--- config.mk ---
export PLATFORM = sky130hd
export DESIGN_NAME = sample_gather8
export DESIGN_NICKNAME = d
export VERILOG_FILES = /design/src/rtl/sample_gather8.sv
export SDC_FILE = /design/constraint.sdc
export NUM_CORES = 1
export LEC_CHECK = 0
export ABC_AREA = 1
export BUFFER_PORTS_ARGS = -buffer_cell sky130_fd_sc_hd__buf_4
export CORE_AREA = 2 2 122 124
export CTS_CLUSTER_SIZE = 30
export DETAILED_ROUTE_END_ITERATION = 6
export DIE_AREA = 0 0 124 126
export PLACE_DENSITY_LB_ADDON = 0.3
export SYNTH_ARGS = -nofsm -noshare
export SYNTH_HDL_FRONTEND = slang
export SYNTH_SLANG_ARGS = --single-unit
export TNS_END_PERCENT = 10
--- constraint.sdc ---
create_clock -name clk -period 1.9 [get_ports clk]
set_input_delay 0.285 -clock clk [delete_from_list [all_inputs] [get_ports clk]]
set_output_delay 0.285 -clock clk [all_outputs]
set_load 0.02 [all_outputs]
--- src/rtl/sample_gather8.sv ---
// sample_gather8: packs a serial valid/ready stream of signed samples into an
// 8-lane window (a..h, in arrival order) and holds it, with its sample count on
// num, until downstream accepts it. A flush request closes a partial window;
// lanes that were never filled are zero.
//
// Optional build macro SG_TIMEOUT_EN: adds a 16-bit idle counter that issues an
// implicit flush after TIMEOUT idle FILL cycles while a partial window is open.
module sample_gather8 #(
  parameter int DATAW   = 16,
  parameter int TIMEOUT = 255
) (
  input  logic             clk,
  input  logic             rst,
  input  logic [DATAW-1:0] in_data,
  input  logic             in_valid,
  output logic             in_ready,
  input  logic             flush,
  output logic [DATAW-1:0] a,
  output logic [DATAW-1:0] b,
  output logic [DATAW-1:0] c,
  output logic [DATAW-1:0] d,
  output logic [DATAW-1:0] e,
  output logic [DATAW-1:0] f,
  output logic [DATAW-1:0] g,
  output logic [DATAW-1:0] h,
  output logic [DATAW-1:0] num,
  output logic             out_valid,
  input  logic             out_ready
);

  typedef enum logic {
    FILL = 1'b0,
    HOLD = 1'b1
  } state_t;

  state_t           state_q, state_d;
  logic [2:0]       idx_q, idx_d;
  logic [3:0]       num_q, num_d;
  logic [DATAW-1:0] lane_q [8];
  logic [DATAW-1:0] lane_d [8];

  logic accept;
  logic flush_eff;
  logic timeout_hit;

  // Handshake flags decode from state only, never from in_valid.
  assign in_ready  = (state_q == FILL);
  assign out_valid = (state_q == HOLD);
  assign accept    = in_valid && in_ready;
  assign flush_eff = flush || timeout_hit;

`ifdef SG_TIMEOUT_EN
  logic [15:0] idle_q;

  assign timeout_hit = (state_q == FILL) && (idx_q != 3'd0) && (idle_q == 16'(TIMEOUT));

  // Idle counter: runs only while a partial window sits in FILL untouched.
  always_ff @(posedge clk or negedge rst) begin
    if (!rst) begin
      idle_q <= '0;
    end else if (accept || (idx_q == 3'd0) || (state_q != FILL) || timeout_hit) begin
      idle_q <= '0;
    end else begin
      idle_q <= idle_q + 16'd1;
    end
  end
`else
  assign timeout_hit = 1'b0;
`endif

  // Next-state and next-window computation.
  always_comb begin
    // NOTE: every target gets a default first so no path leaves it unassigned,
    // which would otherwise infer a latch.
    state_d = state_q;
    idx_d   = idx_q;
    num_d   = num_q;
    lane_d  = lane_q;

    unique case (state_q)
      FILL: begin
        if (accept) begin
          lane_d[idx_q] = in_data;
          idx_d         = idx_q + 3'd1;
        end
        if (accept && (idx_q == 3'd7)) begin
          // Eighth sample completes the window whether or not flush is set.
          state_d = HOLD;
          num_d   = 4'd8;
          idx_d   = 3'd0;
        end else if (accept && flush_eff) begin
          // Sample is stored first, then the window closes around it.
          state_d = HOLD;
          num_d   = {1'b0, idx_q} + 4'd1;
          idx_d   = 3'd0;
        end else if (flush_eff && (idx_q != 3'd0)) begin
          state_d = HOLD;
          num_d   = {1'b0, idx_q};
          idx_d   = 3'd0;
        end
      end
      HOLD: begin
        if (out_ready) begin
          state_d = FILL;
          num_d   = 4'd0;
          idx_d   = 3'd0;
          for (int i = 0; i < 8; i++) begin
            lane_d[i] = '0;
          end
        end
      end
      default: begin
        state_d = FILL;
      end
    endcase
  end

  // State and window registers.
  always_ff @(posedge clk or negedge rst) begin
    if (!rst) begin
      state_q <= FILL;
      idx_q   <= 3'd0;
      num_q   <= 4'd0;
      // NOTE: the eight lanes are ordinary flops, not a RAM, so they take the
      // reset; that is what guarantees zeros in unfilled lanes.
      for (int i = 0; i < 8; i++) begin
        lane_q[i] <= '0;
      end
    end else begin
      // NOTE: non-blocking assignments so every register samples the
      // pre-edge values computed above.
      state_q <= state_d;
      idx_q   <= idx_d;
      num_q   <= num_d;
      for (int i = 0; i < 8; i++) begin
        lane_q[i] <= lane_d[i];
      end
    end
  end

  assign a   = lane_q[0];
  assign b   = lane_q[1];
  assign c   = lane_q[2];
  assign d   = lane_q[3];
  assign e   = lane_q[4];
  assign f   = lane_q[5];
  assign g   = lane_q[6];
  assign h   = lane_q[7];
  assign num = {{(DATAW-4){1'b0}}, num_q};

endmodule
### Yosys cells after proc, flatten, opt, wreduce, memory -nomap -nowiden

Cells that the tools add are included.

* memory bits (writable): 0
* bits in latches: 0
* bits in read-only memories: 0
* logic and storage cells: 53
* memories: 0
* bits in registers: 136
* output and inout bits: 146

* add/subtract/negate cells: 2
* magnitude comparators: 2
* shifts and indexed selects: 0
* bitwise gates (word level): 2
* reduce and logical (&&, ||, !) cells: 9
* equal/unequal tests: 5
* multiply operators: 0
* mux-type cells: 22
* div/mod/pow operators: 0

Operator list (count)
* 2-to-1 mux 128 bit: 2
* case mux 128 bit (2 select lines): 1
* bitwise mux 128 bit: 1
* demux 16 bit (select 3 bit): 1
* 2-to-1 mux 16 bit: 1
* 2-to-1 mux 4 bit: 4
* 2-to-1 mux 3 bit: 5
* case mux 4 bit (2 select lines): 1
* case mux 3 bit (2 select lines): 1
* AND reduction 2 bit: 3
* logical AND 1 bit: 5
* != test 5 x 1 -> 1 bit, second input constant: 1
* adder 3 x 1 -> 4 bit, second input constant: 1
* greater-or-equal comparator 4 bit, second input constant: 1
* < comparator 4 x 1 -> 1 bit, second input constant: 1
* 2-to-1 mux 1 bit: 4
* != test 4 x 1 -> 1 bit, second input constant: 1
* inverter 3 -> 4 bit: 1
* adder 3 x 1 -> 3 bit, second input constant: 1
* == test 3 bit, second input constant: 1
* nonzero test 3 bit: 1
* != test 2 x 1 -> 1 bit, second input constant: 1
* != test 2 bit, second input constant: 1
* case mux 1 bit (2 select lines): 1
* inverter 1 bit: 1

### Depth between registers and ports, before layout

Gate-level depths: netlist (run 1).

* word-level depth: 8
* mapped depth: 9

### Worst setup path before layout (run 1)

OpenSTA, ideal clock, no wires.

* path kind: reg-to-reg
* from: reg state_q (netlist: out_valid)
* to: reg lane_q, in the netlist c[10]
* data required time: 1763 ps
* setup time: 137 ps
* setup slack: 420 ps
* arrival: 1343 ps
* period minus slack after synthesis: 1480 ps
* cell stages (with the launch flop): 6
* path through: dfrtp_1 -> inv_2 -> nand2_4 -> o21ai_4 -> buf_6 -> o22ai_1

* cells in the longest elaborated chain, start to end: 4
* elaborated cells between the ends (all ways): 6
* those cells by class: eq/ne: 2; mux: 1; bitwise: 1; reduce/logical: 2

Ends and longest elaborated chain
* from (decl): line 36 `state_t state_q, state_d;`
* from (signal assigned): line 132 `state_q <= state_d;`
* inverter 1 bit *
* via in_ready: line 16 `output logic in_ready,`
* logical AND 1 bit: line 49 `assign accept = in_valid && in_ready;`
* != test 2 x 1 -> 1 bit (no line)
* AND reduction 2 bit (no line)
* to (signal, indexed assignment): line 136 `lane_q[i] <= lane_d[i];`
* to (decl): line 39 `logic [DATAW-1:0] lane_q [8];`

Mark *: on every way through the listed nets, which the timed path passes. The rest lies on a longest branch.
A chain may end at the register's enable or synchronous reset.

### Worst setup path after layout (run 1)

* from: reg idx_q[1]
* to: reg num_q[1]

* cells in the longest elaborated chain, start to end: 4
* elaborated cells between the ends (all ways): 11
* those cells by class: add/sub: 1; eq/ne: 2; mux: 4; reduce/logical: 4

Ends and longest elaborated chain
* from (decl): line 37 `logic [2:0] idx_q, idx_d;`
* from (signal assigned): line 133 `idx_q <= idx_d;`
* adder 3 x 1 -> 4 bit, or another cell as far along: line 94 `num_d = {1'b0, idx_q} + 4'd1;`
* 2-to-1 mux 4 bit, or another cell as far along: line 91 `end else if (accept && flush_eff) begin`
* 2-to-1 mux 4 bit or != test 4 x 1 -> 1 bit (tied branches)
* case mux 4 bit (2 select lines) or AND reduction 2 bit (tied branches)
* to (signal assigned): line 134 `num_q <= num_d;`
* to (decl): line 38 `logic [3:0] num_q, num_d;`

Parallel ways exist; a longest one is shown, timed or not. The select of a mux whose other input is x is not followed.

==> run metrics, run 1 <==
status completed; clk_lat worst skew 0.42 ns; Die Wd 124 um; CTS buffer count 17; clock skew roughly 0.013 ns; Total GRT Usage 0.212; delay-heaviest family, CP flip-flops; crit-path cells ha_1 > ha_1 > a21oi_2 > nand3_1 > nand2_2 > nand2_1 > o21ai_1; sequential fraction of the synthesis area 0.604; pwr dens 1420 nW/um2; crit start category register; via/cell ratio between 4 and 5; dpl hpwl between 10 and 15 mm; clk sinks ~140; largest net degree at the start of global routing 49; post-DR wirelength/cell 17.9 um; starting density of the core 0.394; clk buf depth 2; number of port buffers 154; fin crit share 0.866; total wire length roughly 16 mm; CP most frequent cell ha_1; Flop pwr share 0.352; Worst R2R Path Depth 7; Max-cap violations 0; Core Box Area about 14000 um2; DRC Markers 0; Int Power 6.65 mW; via count 4473; Crit. Startpoint idx_q[1]; CP max FO 6; Clk pwr share 0.312; Max Fclk between 0.6 and 0.7 GHz; Largest stage delay, worst path between 0.4 and 0.5 ns; Comb power frac 0.336; setup_tns 0 ns; initial antenna violation count 0; Iter 0 DRT Violations about 290; Final Setup Violations 0; Min-Delay Path Depth 3; top cells by area, synth dfrtp_1 (60%), o22ai_1 (12%), inv_1 (7.9%), nand3_1 (3.6%), nand2_1 (3.4%); first-pass detailed-route iteration total 5; Min-Delay Endpoint g[5]; area of the mapped netlist 5640 um2; area grow syn2layout 33.7%; Final Slew Violations 0; R2R Path End num_q[1]; syn avg cell area ~11 um2; Congestion Overflow GR 0; Pleak 3.79 nW; fin nets approximately 720; switch share 0.379; Max IR drop VDD 0.000660 V; min-delay src in_data[5]; number of synthesized register bits 136; Routed Antenna Nets 0; CTS clock-pin slew for the worst setup and hold paths approximately 0.060 ns; max_slew headroom 0.654; CTS Root Cell clkbuf_16; post-synthesis cell count 535; Ys Warns 0; leading area contributor after synthesis dfrtp_1; first-pass GRT wire length 25.0 mm; Final Hold Vio Count 0; RePlAce Congestion 0.879; TritonCTS clock tree built; Least-Margin Pin Slew slightly above 0.5 ns; slowest CP cell dfrtp_1; commonest non-fill, non-tap cells in the layout buf_4 (165), dfrtp_1 (136), inv_1 (119), o22ai_1 (110), nand2_1 (51); die area 15600 um2; r2r setup slk 0.26 ns; Diodes inserted 0; hold slack 0.108 ns; Critical Path Sink Type register; RSZ-0062 raised after global routing no; H-Tree Depth 4; number of global-route vias before repair ~4600; layout cell share with drive strength beyond 1 0.328; Die Y ~130 um; Cell variety after synth 26; io pins 167; Worst EP required 2.24 ns; Worst Path Buf+Inv 0; type of the worst setup path reg -> reg; worst min path class in -> reg; Crit path depth 7; FP Rows 44; total chip power roughly 11 mW; reg2reg start idx_q[1]; commonest non-fill, non-tap cell in the layout buf_4; share of the synthesized area in the top cell type 0.604; Period minus WS final between 1.5 and 2 ns; Switch Pwr around 4.1 mW; CP arrival approximately 2 ns
sequential cells by signal, summed over array words and instances, names as in the netlist:
signal	cells
b	16
e	16
d	16
num_q	4
f	16
h	16
g	16
c	16
a	16
out_valid	1
idx_q	3
layer usage:
layer,vias up,share of wire,track usage
met5,-,0,0
met4,0,0.016,0.0839
li1,2079,-,-
met3,19,0.087,0.0553
met2,174,0.49,0.337
met1,2201,0.40,0.277
timing repair:
item	4_1_cts	5_1_grt
setup buffers	0	0
gates resized for setup	0	1
hold endpoints to repair	44	0
endpoints found under the setup margin	0	3
hold buffers	1	0
metrics by stage:
step	cells	worst slack, ns	area, um2	util
after floorplan	546	0.420	5680	-
after global placement	862	0.260	6920	0.484
after detailed placement	862	0.188	6920	0.484
after CTS	895	0.168	7530	0.526
after global routing	895	0.0939	7540	0.527
final	895	0.256	7540	0.527
kinds of logic (layout without fill, tap and decap cells):
kind of cell / count (synthesis) / in the layout / synth area share
AND/OR/NAND/NOR: 111 / 111 / 0.102
flip-flops: 136 / 136 / 0.604
other: 1 / 12 / 0.000665
AO/OA/AOI/OAI: 124 / 124 / 0.152
adder cells (fa/ha/maj): 3 / 3 / 0.00666
buffers and inverters: 160 / 325 / 0.135
power by group through the flow:
| stage | registers, mW | logic [mW] | clock network (mW) |
|---|---|---|---|
| 2_1_floorplan | 4.32 | 1.73 | 0 |
| 3_3_place_gp | 3.80 | 3.53 | 0 |
| 3_5_place_dp | 3.81 | 3.62 | 0 |
| 4_1_cts | 3.77 | 3.63 | 3.39 |
| 5_1_grt | 3.83 | 3.89 | 3.53 |
| 6_report | 3.77 | 3.60 | 3.34 |
how the worst max path moves through the flow:
| stage | slack, ns | end |
|---|---|---|
| after floorplan | 0.42 | c[10] |
| after CTS | 0.17 | num_q[2] |
| after detailed placement | 0.19 | num_q[2] |
| final | 0.26 | num_q[1] |
| after global placement | 0.26 | num_q[2] |
| after global routing | 0.09 | num_q[2] |
synthesized netlist by cell type (all sizes together):
cell type,count
buf,30
or2,1
nand3,49
inv,123
ha,3
nor3,1
a21oi,2
o22ai,112
o21ai,10
dfrtp,136
conb,1
clkbuf,7
nand4,1
nor2,3
nand2,56
worst min-delay path, stage by stage:
cell	delay (ns)
buf_4	0.09
nand3_1	0.06
nand2_1	0.06
area by class of cell:
type                       count  area [um2]
clock buffer                  18         439
fill                        1298        6780
timing repair buffer         170        1320
inverter                     123         467
tap                          184         230
sequential                   136        3400
clock inverter                14         160
multi-input combinational    250        1520
Power figures use the tool's default switching activity.
==> run 2, diff against run 1 <==
CELL_PAD_IN_SITES_DETAIL_PLACEMENT = 1   (was unset)
CELL_PAD_IN_SITES_GLOBAL_PLACEMENT = 1   (was unset)
CORE_AREA = 2 2 124 126   (was 2 2 122 124)
DIE_AREA = 0 0 126 128   (was 0 0 124 126)
==> run 2 against run 1 <==
Against the previous run: clock-buffer cell count shrank 1; sequential power hardly changed; first-iteration DRC count down 23%; cell count is 0.45% higher; clock skew rose by 0.0019 ns; clock power barely moved; routed wire length rose by 5.6%; critical path type unchanged; largest cell class unchanged.
==> run metrics, run 2 (synthesized netlist as in run 1, its figures left out) <==
crit start category register; post-CTS sizing 0; Congestion Overflow GR 0; met2 Use GR 0.365; Period minus WS final 1.70 ns; layout cell share with drive strength beyond 1 0.326; Core Box Area ~15000 um2; CTS buffer count 17; clk_lat worst skew roughly 0.42 ns; FP Rows 45; via count 4525; io pins ~170; Iter 0 DRT Violations approximately 230; Comb power frac 0.339; met3 Use GR 0.0467; Int Power ~6.5 mW; r2r setup slk about 0.2 ns; fin nets between 700 and 800; grt met1 use 0.276; # hold bufs at CTS 1; Setup Buffers After CTS 0; status completed; Critical Path Sink Type register; Die Wd about 130 um; Clk pwr share 0.311; starting density of the core 0.379; number of port buffers roughly 150; die area roughly 16000 um2; RePlAce Congestion ~0.85; post-DR wirelength/cell 18.8 um; clk buf depth 2; RSZ-0062 raised after global routing no; hold slack 0.111 ns; commonest non-fill, non-tap cells in the layout buf_4 (166), dfrtp_1 (136), inv_1 (119), o22ai_1 (110), nand2_1 (51); pwr dens 1430 nW/um2; CP arrival between 2 and 2.5 ns; Die Y between 100 and 150 um; largest net degree at the start of global routing 55; total wire length between 15 and 20 mm; area grow syn2layout 33.6%; worst min path class in -> reg; CTS Root Cell clkbuf_16; H-Tree Depth 4; setup_tns 0 ns; fin crit share 0.895; Flop pwr share 0.350; DRC Markers 0; clock skew roughly 0.015 ns; first-pass GRT wire length 26.7 mm; Post-Layout Cell Count approximately 900; first-pass detailed-route iteration total 4; GR peak layer met2; max_slew headroom 0.666; Placed Cells approximately 870; Final Setup Violations 0; clk sinks approximately 140; Max Fclk roughly 0.6 GHz; Total GRT Usage 0.214; Max IR drop VDD 0.000669 V; Switch Pwr 4.22 mW; Routed Antenna Nets 0; number of global-route vias before repair 4849; CTS clock-pin slew for the worst setup and hold paths 0.07 ns; via/cell ratio 5.03; CP max FO 4; Pleak approximately 3.8 nW; dpl hpwl between 10 and 15 mm; type of the worst setup path reg -> reg; TritonCTS clock tree built; initial antenna violation count 0; switch share 0.392; commonest non-fill, non-tap cell in the layout buf_4; Worst EP required around 2.3 ns; Least-Margin Pin Slew roughly 0.50 ns; Max-cap violations 0; Final Hold Vio Count 0; Final Slew Violations 0; Diodes inserted 0
run 2: cell count changes in the layout (fill, tap and decap cells not counted), sizes merged:
cell	change
clkbuf	-1
bufinv	-1
clkinvlp	-1
clkinv	-1
inv	+4
run 2: area by class of cell:
cell class,instances,area [um2]
inverters,123,467
well taps,188,235
fillers,1665,7330
multi-input cells,250,1510
clock buffers,17,425
flip-flops and latches,136,3400
clock inverters,15,178
repair buffers,170,1310
run 2: power by group through the flow:
stage / clock network (mW) / logic [mW] / registers (mW)
after floorplan: 0 / 1.73 / 4.32
after global routing: 3.54 / 3.95 / 3.82
after global placement: 0 / 3.56 / 3.79
after CTS: 3.41 / 3.68 / 3.77
after detailed placement: 0 / 3.66 / 3.80
final: 3.35 / 3.65 / 3.77
run 2: stage by stage:
step,util,area (um2),worst slack (ns),power (mW)
finish,0.507,7530,0.200,10.8
global route,0.507,7530,0.0942,11.3
CTS,0.507,7530,0.215,10.9
detailed placement,0.465,6920,0.251,7.45
global placement,0.465,6920,0.357,7.35
floorplan,-,5680,0.420,6.04
run 2: worst paths after layout:
path | startpoint | to | cells after the start
max reg2reg | idx_q[0] | idx_q[2] | 7
max | idx_q[0] | idx_q[2] | 7
min reg2reg | num_q[3] | num_q[3] | 2
max in group asynchronous | rst | h[7] | 3
min | in_data[10] | g[10] | 3
min in group asynchronous | rst | a[4] | 2
run 2: critical path, cell delays in order (launching register included):
cell,delay (ns)
dfrtp_1,0.40
ha_1,0.22
ha_1,0.19
a21oi_1,0.29
nand3_1,0.21
inv_1,0.15
nand3_1,0.09
nand2_1,0.08
run 2: routing by layer:
| metal | part of all wire | vias up |
|---|---|---|
| li1 | - | 2087 |
| met1 | 0.45 | 2298 |
| met2 | 0.50 | 128 |
| met3 | 0.041 | 12 |
| met4 | 0.0076 | 0 |
| met5 | 0 | - |
